`src/rtl/temporal_avgpool_stream.sv`:
```
// temporal_avgpool_stream: per-feature average over POOL time steps of a feature-interleaved Q8.8 stream.
// Optional piecewise-linear ELU on the input when AVGPOOL_ELU_EN is defined.
module temporal_avgpool_stream #(
    parameter int C      = 8,
    parameter int DATA_W = 16,
    parameter int POOL   = 8
) (
    input  logic                     clk,
    input  logic                     rst_n,
    input  logic                     sync_clr,
    input  logic                     x_valid,
    input  logic signed [DATA_W-1:0] x_in,
    output logic                     p_valid,
    output logic signed [DATA_W-1:0] p_out,
    output logic [(C > 1 ? $clog2(C) : 1)-1:0] p_feat,
    output logic                     sat_flag
);
    localparam int TW    = $clog2(POOL);
    localparam int ACC_W = DATA_W + TW;
    localparam int FW    = C > 1 ? $clog2(C) : 1;

    if (POOL < 2 || (POOL & (POOL - 1)) != 0) begin : g_bad_pool
        $error("POOL must be a power of 2 and >= 2");
    end

    logic [FW-1:0]            feat_q, feat_d;
    logic [TW-1:0]            time_q, time_d;
    logic signed [ACC_W-1:0]  acc_q [C];
    logic                     p_valid_q;
    logic signed [DATA_W-1:0] p_out_q;
    logic [FW-1:0]            p_feat_q;
    logic                     sat_q;

    logic signed [DATA_W-1:0] x_act;
`ifdef AVGPOOL_ELU_EN
    localparam logic signed [DATA_W-1:0] NEG_ONE = DATA_W'(-256);
    logic signed [DATA_W-1:0] x_half;
    assign x_half = x_in >>> 1;
    assign x_act  = !x_in[DATA_W-1] ? x_in : (x_half < NEG_ONE ? NEG_ONE : x_half);
`else
    assign x_act = x_in;
`endif

    logic signed [ACC_W-1:0] s, sum, sh;
    logic [TW:0]             hi;
    logic                    ovf, feat_last, time_last, emit;
    logic signed [DATA_W-1:0] sat_val;

    always_comb begin
        s         = ACC_W'(x_act);
        sum       = acc_q[feat_q] + s;
        sh        = sum >>> TW;
        hi        = sh[ACC_W-1:DATA_W-1];
        // the shifted sum fits DATA_W only if its top TW+1 bits are all sign copies
        ovf       = |hi && !(&hi);
        sat_val   = !ovf ? sh[DATA_W-1:0] :
                    sh[ACC_W-1] ? {1'b1, {(DATA_W-1){1'b0}}} : {1'b0, {(DATA_W-1){1'b1}}};
        feat_last = feat_q == FW'(C - 1);
        time_last = time_q == TW'(POOL - 1);
        emit      = x_valid && time_last;
        feat_d    = !x_valid ? feat_q : feat_last ? '0 : feat_q + 1'b1;
        time_d    = !(x_valid && feat_last) ? time_q : time_last ? '0 : time_q + 1'b1;
    end

    always_ff @(posedge clk or negedge rst_n) begin
        if (!rst_n) begin
            feat_q    <= '0;
            time_q    <= '0;
            p_valid_q <= 1'b0;
            p_out_q   <= '0;
            p_feat_q  <= '0;
            sat_q     <= 1'b0;
            for (int i = 0; i < C; i++) acc_q[i] <= '0;
        end else if (sync_clr) begin
            feat_q    <= '0;
            time_q    <= '0;
            p_valid_q <= 1'b0;
            p_out_q   <= '0;
            p_feat_q  <= '0;
            sat_q     <= 1'b0;
            for (int i = 0; i < C; i++) acc_q[i] <= '0;
        end else begin
            feat_q    <= feat_d;
            time_q    <= time_d;
            p_valid_q <= emit;
            if (x_valid) acc_q[feat_q] <= time_q == '0 ? s : sum;
            if (emit) begin
                p_out_q  <= sat_val;
                p_feat_q <= feat_q;
                sat_q    <= sat_q | ovf;
            end
        end
    end

    assign p_valid  = p_valid_q;
    assign p_out    = p_out_q;
    assign p_feat   = p_feat_q;
    assign sat_flag = sat_q;
endmodule

```
`config.mk`:
```
export PLATFORM = sky130hd
export DESIGN_NAME = temporal_avgpool_stream
export DESIGN_NICKNAME = d
export VERILOG_FILES = /design/src/rtl/temporal_avgpool_stream.sv
export SDC_FILE = /design/constraint.sdc
export NUM_CORES = 1
export LEC_CHECK = 0
export BUFFER_PORTS_ARGS = -buffer_cell sky130_fd_sc_hd__buf_2
export CAP_MARGIN = 20
export CORE_UTILIZATION = 35
export CTS_BUF_LIST = sky130_fd_sc_hd__clkbuf_16
export DETAILED_ROUTE_END_ITERATION = 16
export PLACE_DENSITY = 0.54
export SLEW_MARGIN = 20
export SYNTH_ARGS = -nofsm -noshare
export SYNTH_HDL_FRONTEND = slang
export SYNTH_SLANG_ARGS = --single-unit
export TNS_END_PERCENT = 10
```
`constraint.sdc`:
```
create_clock -name clk -period 4.3 [get_ports clk]
set_input_delay 0.215 -clock clk [delete_from_list [all_inputs] [get_ports clk]]
set_output_delay 0.215 -clock clk [all_outputs]
set_load 0.005 [all_outputs]
```
==> reports/qor.csv <==
stage,metric,value,unit
synth,synth_top_cell_area_share,50.8,%
clock_tree,clockRootBuffer,clkbuf_16,
setup_path,crit_required,4.57,ns
setup_path,cp_slowest_stage_delay,0.63,ns
setup_path,r2r_end,acc_q[18],
global_route,grt_max_degree,98,
clock_tree,clock_latency,0.43,ns
outcome,outcome,completed,
synth,ys_top_cells_by_area,"dfrtp_1, nand2_1, o21ai_0, mux4_2, a22o_1",
global_route,grt_pass1_vias,6998,
cells_and_area,final_layout_size_suffix_gt1_share,17.2,%
routing,via_per_inst,5.59,
setup_path,startpoint,feat_q[2],
floorplanning,num_rows,57,
timing,slew_viol_final,0,
timing,fmaxAchievable,0.248,GHz
synth,syn_inst,863,
synth,yosys_warnings,0,
routing,ant_nets,0,
timing,setup_viol,0,
setup_path,crit_path_start_kind,flip-flop,
clock_tree,htreeDepth,4,
cells_and_area,stdcell_count,1242,
setup_path,cp-endpoint,acc_q[18],
setup_path,end_kind,flip-flop,
power_and_ir_drop,powerDensity,385,nW/um2
setup_path,setup.worst_path.class,reg2reg,
clock_tree,numCtsBuffers,17,
cells_and_area,layout.nets,949,
floorplanning,die_area,25700,um2
setup_path,timing.critical_path.max_delay_family,compound AO/OA/AOI/OAI gates,
timing,tns,0,ns
routing,drc_errors,0,
synth,avgSynthCellArea,10.2,um2
clock_tree,cts_tree,done,
global_route,grtUsageTotal,22.7,%
global_route,grt_first_pass_wirelength,43400,um
timing,tightest_slew,1.14,ns
floorplanning,die_x,160,um
routing,vias,6947,
timing,final_hold_viol_count,0,
setup_path,crit_path_max_fanout,18,
floorplanning,core_area,24500,um2
cells_and_area,num_antenna_cells,0,
global_route,use_met3,3.56,%
synth,yosysTopAreaCell,dfrtp_1,
synth,async_flop_share,100,%
synth,synthDistinctLibCells,55,
setup_path,crit_top_cell,o21ai_2,
timing,rsz0062_at_grt,no,
cells_and_area,multiInputGateArea,4190,um2
setup_path,cpMaxStageDelayCell,dfrtp_2,
clock_tree,cts.sinks,178,
setup_path,r2r_cells,13,
min_path,hp-class,in2reg,
synth,syn-num-nets,907,
routing,first_iter_violations,539,
timing,worst_clock_skew,0.0119,ns
placement,port_buffers,39,
synth,syn_area,8760,um2
timing,period_minus_slack,4.04,ns
power_and_ir_drop,total_power,3.90,mW
cells_and_area,ff_latch_area,4460,um2
placement,dp.cells,1209,
placement,post-dp-hpwl,18000,um
timing,max_slew_margin,23.8,%
global_route,overflow,0,
routing,finalWirelength,27800,um
routing,wl_per_cell,22.4,um
global_route,busiest_layer,met2,
cells_and_area,fillerInstances,2369,
floorplanning,pin_count,41,
synth,synth-edff-count,0,
setup_path,path_buf_inv,0,
setup_path,arrival,4.31,ns
setup_path,worst-path-stages,13,
timing,finalCritPeriodShare,94.0,%
power_and_ir_drop,p_leak,4.56,nW
routing,dr.pass1.iters,4,
global_route,grt_use_met2,35.9,%
setup_path,path_cells,mux2_2 -> a22oi_1 -> o22a_1 -> o21ai_0 -> ha_1 -> fa_1 -> a21oi_1 -> o21ai_2 -> a31oi_4 -> o21ai_2 -> a311oi_2 -> xor2_4 -> o31ai_1,
global_route,antenna_found_initial,0,
power_and_ir_drop,ir_drop,0.291,mV
synth,ys.flop_type,dfrtp_1,
clock_tree,clockBufferDepth,2,
setup_path,reg2reg_setup_slack,0.26,ns
global_route,use_met1,32.2,%
synth,postSynthRegisterBits,178,
clock_tree,cts_setup_buffers,0,
cells_and_area,area.growth.synth_to_final,15.7,%
timing,whs,0.210,ns
floorplanning,initial_core_util,35.8,%
setup_path,reg2reg_from,feat_q[2],
placement,gp_congestion,0.844,
run,drv_cap,0,
synth,seq_area_frac_synth,50.8,%
floorplanning,die_h,160,um
clock_tree,clk_pin_slew,0.07,ns
## kinds of logic (layout without fill, tap and decap cells)
| kind of cell | after synthesis | after routing | synth area share, % |
|---|---|---|---|
| AOI/OAI and AO/OA | 283 | 283 | 20.8 |
| xor gates and xnor gates | 16 | 16 | 1.68 |
| adders and majority gates | 24 | 24 | 3.51 |
| buffers and inverters | 55 | 110 | 2.48 |
| DFF | 178 | 178 | 50.8 |
| muxes | 54 | 54 | 8.95 |
| other | 1 | 1 | 0.0428 |
| and+or+nand+nor | 252 | 252 | 11.7 |
## flip-flops by register name, summed over array words and instances, names as in the netlist
register / count
acc_q: 152
p_out: 16
feat_q: 3
p_feat: 3
time_q: 3
p_valid: 1
## worst register-to-register path: cells and delay by family (launching register included)
kind | cells | cell delay, ns
mux | 1 | 0.39
compound gates | 9 | 1.88
flops | 1 | 0.63
fa+ha+maj | 2 | 0.65
xor+xnor | 1 | 0.34
## synth_stat cells, types with 7 or more instances
cell type  count
a21o_1         9
a21oi_1       35
a221oi_1      13
a22o_1        42
a22oi_1        8
clkbuf_1      35
dfrtp_1      178
ha_1          23
inv_1          7
mux2_2        14
mux2i_1       21
mux4_2        18
nand2_1      176
nand3_1        8
nor2_1        40
nor2b_1        7
o21ai_0      129
o31ai_1       10
xnor2_1       10
## area by class of cell
type / count / area share, %
well taps: 324 / 4.00
clock inverters: 15 / 1.52
multi-input cells: 630 / 41.4
inverters: 9 / 0.333
clock buffers: 17 / 4.20
flip-flops and latches: 178 / 44.0
repair buffers: 69 / 4.60
## layer usage
metal  wire length (um)  share of wire, %
met1              13000                47
met2              12900                46
met3               1410               5.1
met4                427               1.5
met5                  0                 0
## how the worst min path moves through the flow
stage / start / to / cells after the start
6_report: x_in[13] / acc_q[146] / 3
5_1_grt: x_in[13] / acc_q[146] / 3
4_1_cts: x_in[13] / acc_q[146] / 3
3_5_place_dp: rst_n / acc_q[40] / 1
3_3_place_gp: rst_n / acc_q[2] / 1
2_1_floorplan: rst_n / acc_q[0] / 0
## layout by cell type, fill, tap and decap left out, types with 4 or more instances in the layout
| cell type | n |
|---|---|
| clkinv_1 | 4 |
| xor2_1 | 5 |
| o21ai_0 | 129 |
| o21bai_1 | 4 |
| a221oi_1 | 13 |
| nor2_1 | 39 |
| nor3_1 | 6 |
| inv_6 | 5 |
| nand2_1 | 176 |
| and3_1 | 4 |
| nand3_1 | 8 |
| ha_1 | 23 |
| buf_4 | 26 |
| mux4_2 | 18 |
| a21o_1 | 9 |
| xnor2_1 | 10 |
| buf_2 | 38 |
| a22oi_1 | 8 |
| o22ai_1 | 5 |
| a31oi_4 | 4 |
| clkbuf_16 | 17 |
| dfrtp_1 | 175 |
| a22o_1 | 42 |
| a21oi_1 | 31 |
| a21oi_2 | 5 |
| mux2i_1 | 19 |
| inv_1 | 8 |
| o31ai_1 | 10 |
| nor2b_1 | 6 |
| o21ai_2 | 4 |
| mux2_2 | 14 |
## power by group
part           switching [mW]  internal (mW)
combinational           0.394          0.202
sequential             0.0239           1.70
clock                   0.710          0.863
total                    1.13           2.77
## what timing repair did
action	CTS	global route
hold buffers	1	0
endpoints found under the hold margin	96	0
setup endpoints to repair	0	13
gates resized for setup	0	4
## through the flow
| step | area [um2] | setup slack (ns) | util (%) |
|---|---|---|---|
| 6_report | 10100 | 0.260 | 41.4 |
| 5_1_grt | 10100 | 0.0221 | 41.4 |
| 4_1_cts | 10100 | 0.193 | 41.3 |
| 3_5_place_dp | 9520 | 0.223 | 38.9 |
| 3_3_place_gp | 9520 | 0.269 | 38.9 |
| 2_1_floorplan | 8760 | 0.533 | - |
(Power assumes the default switching activity.)
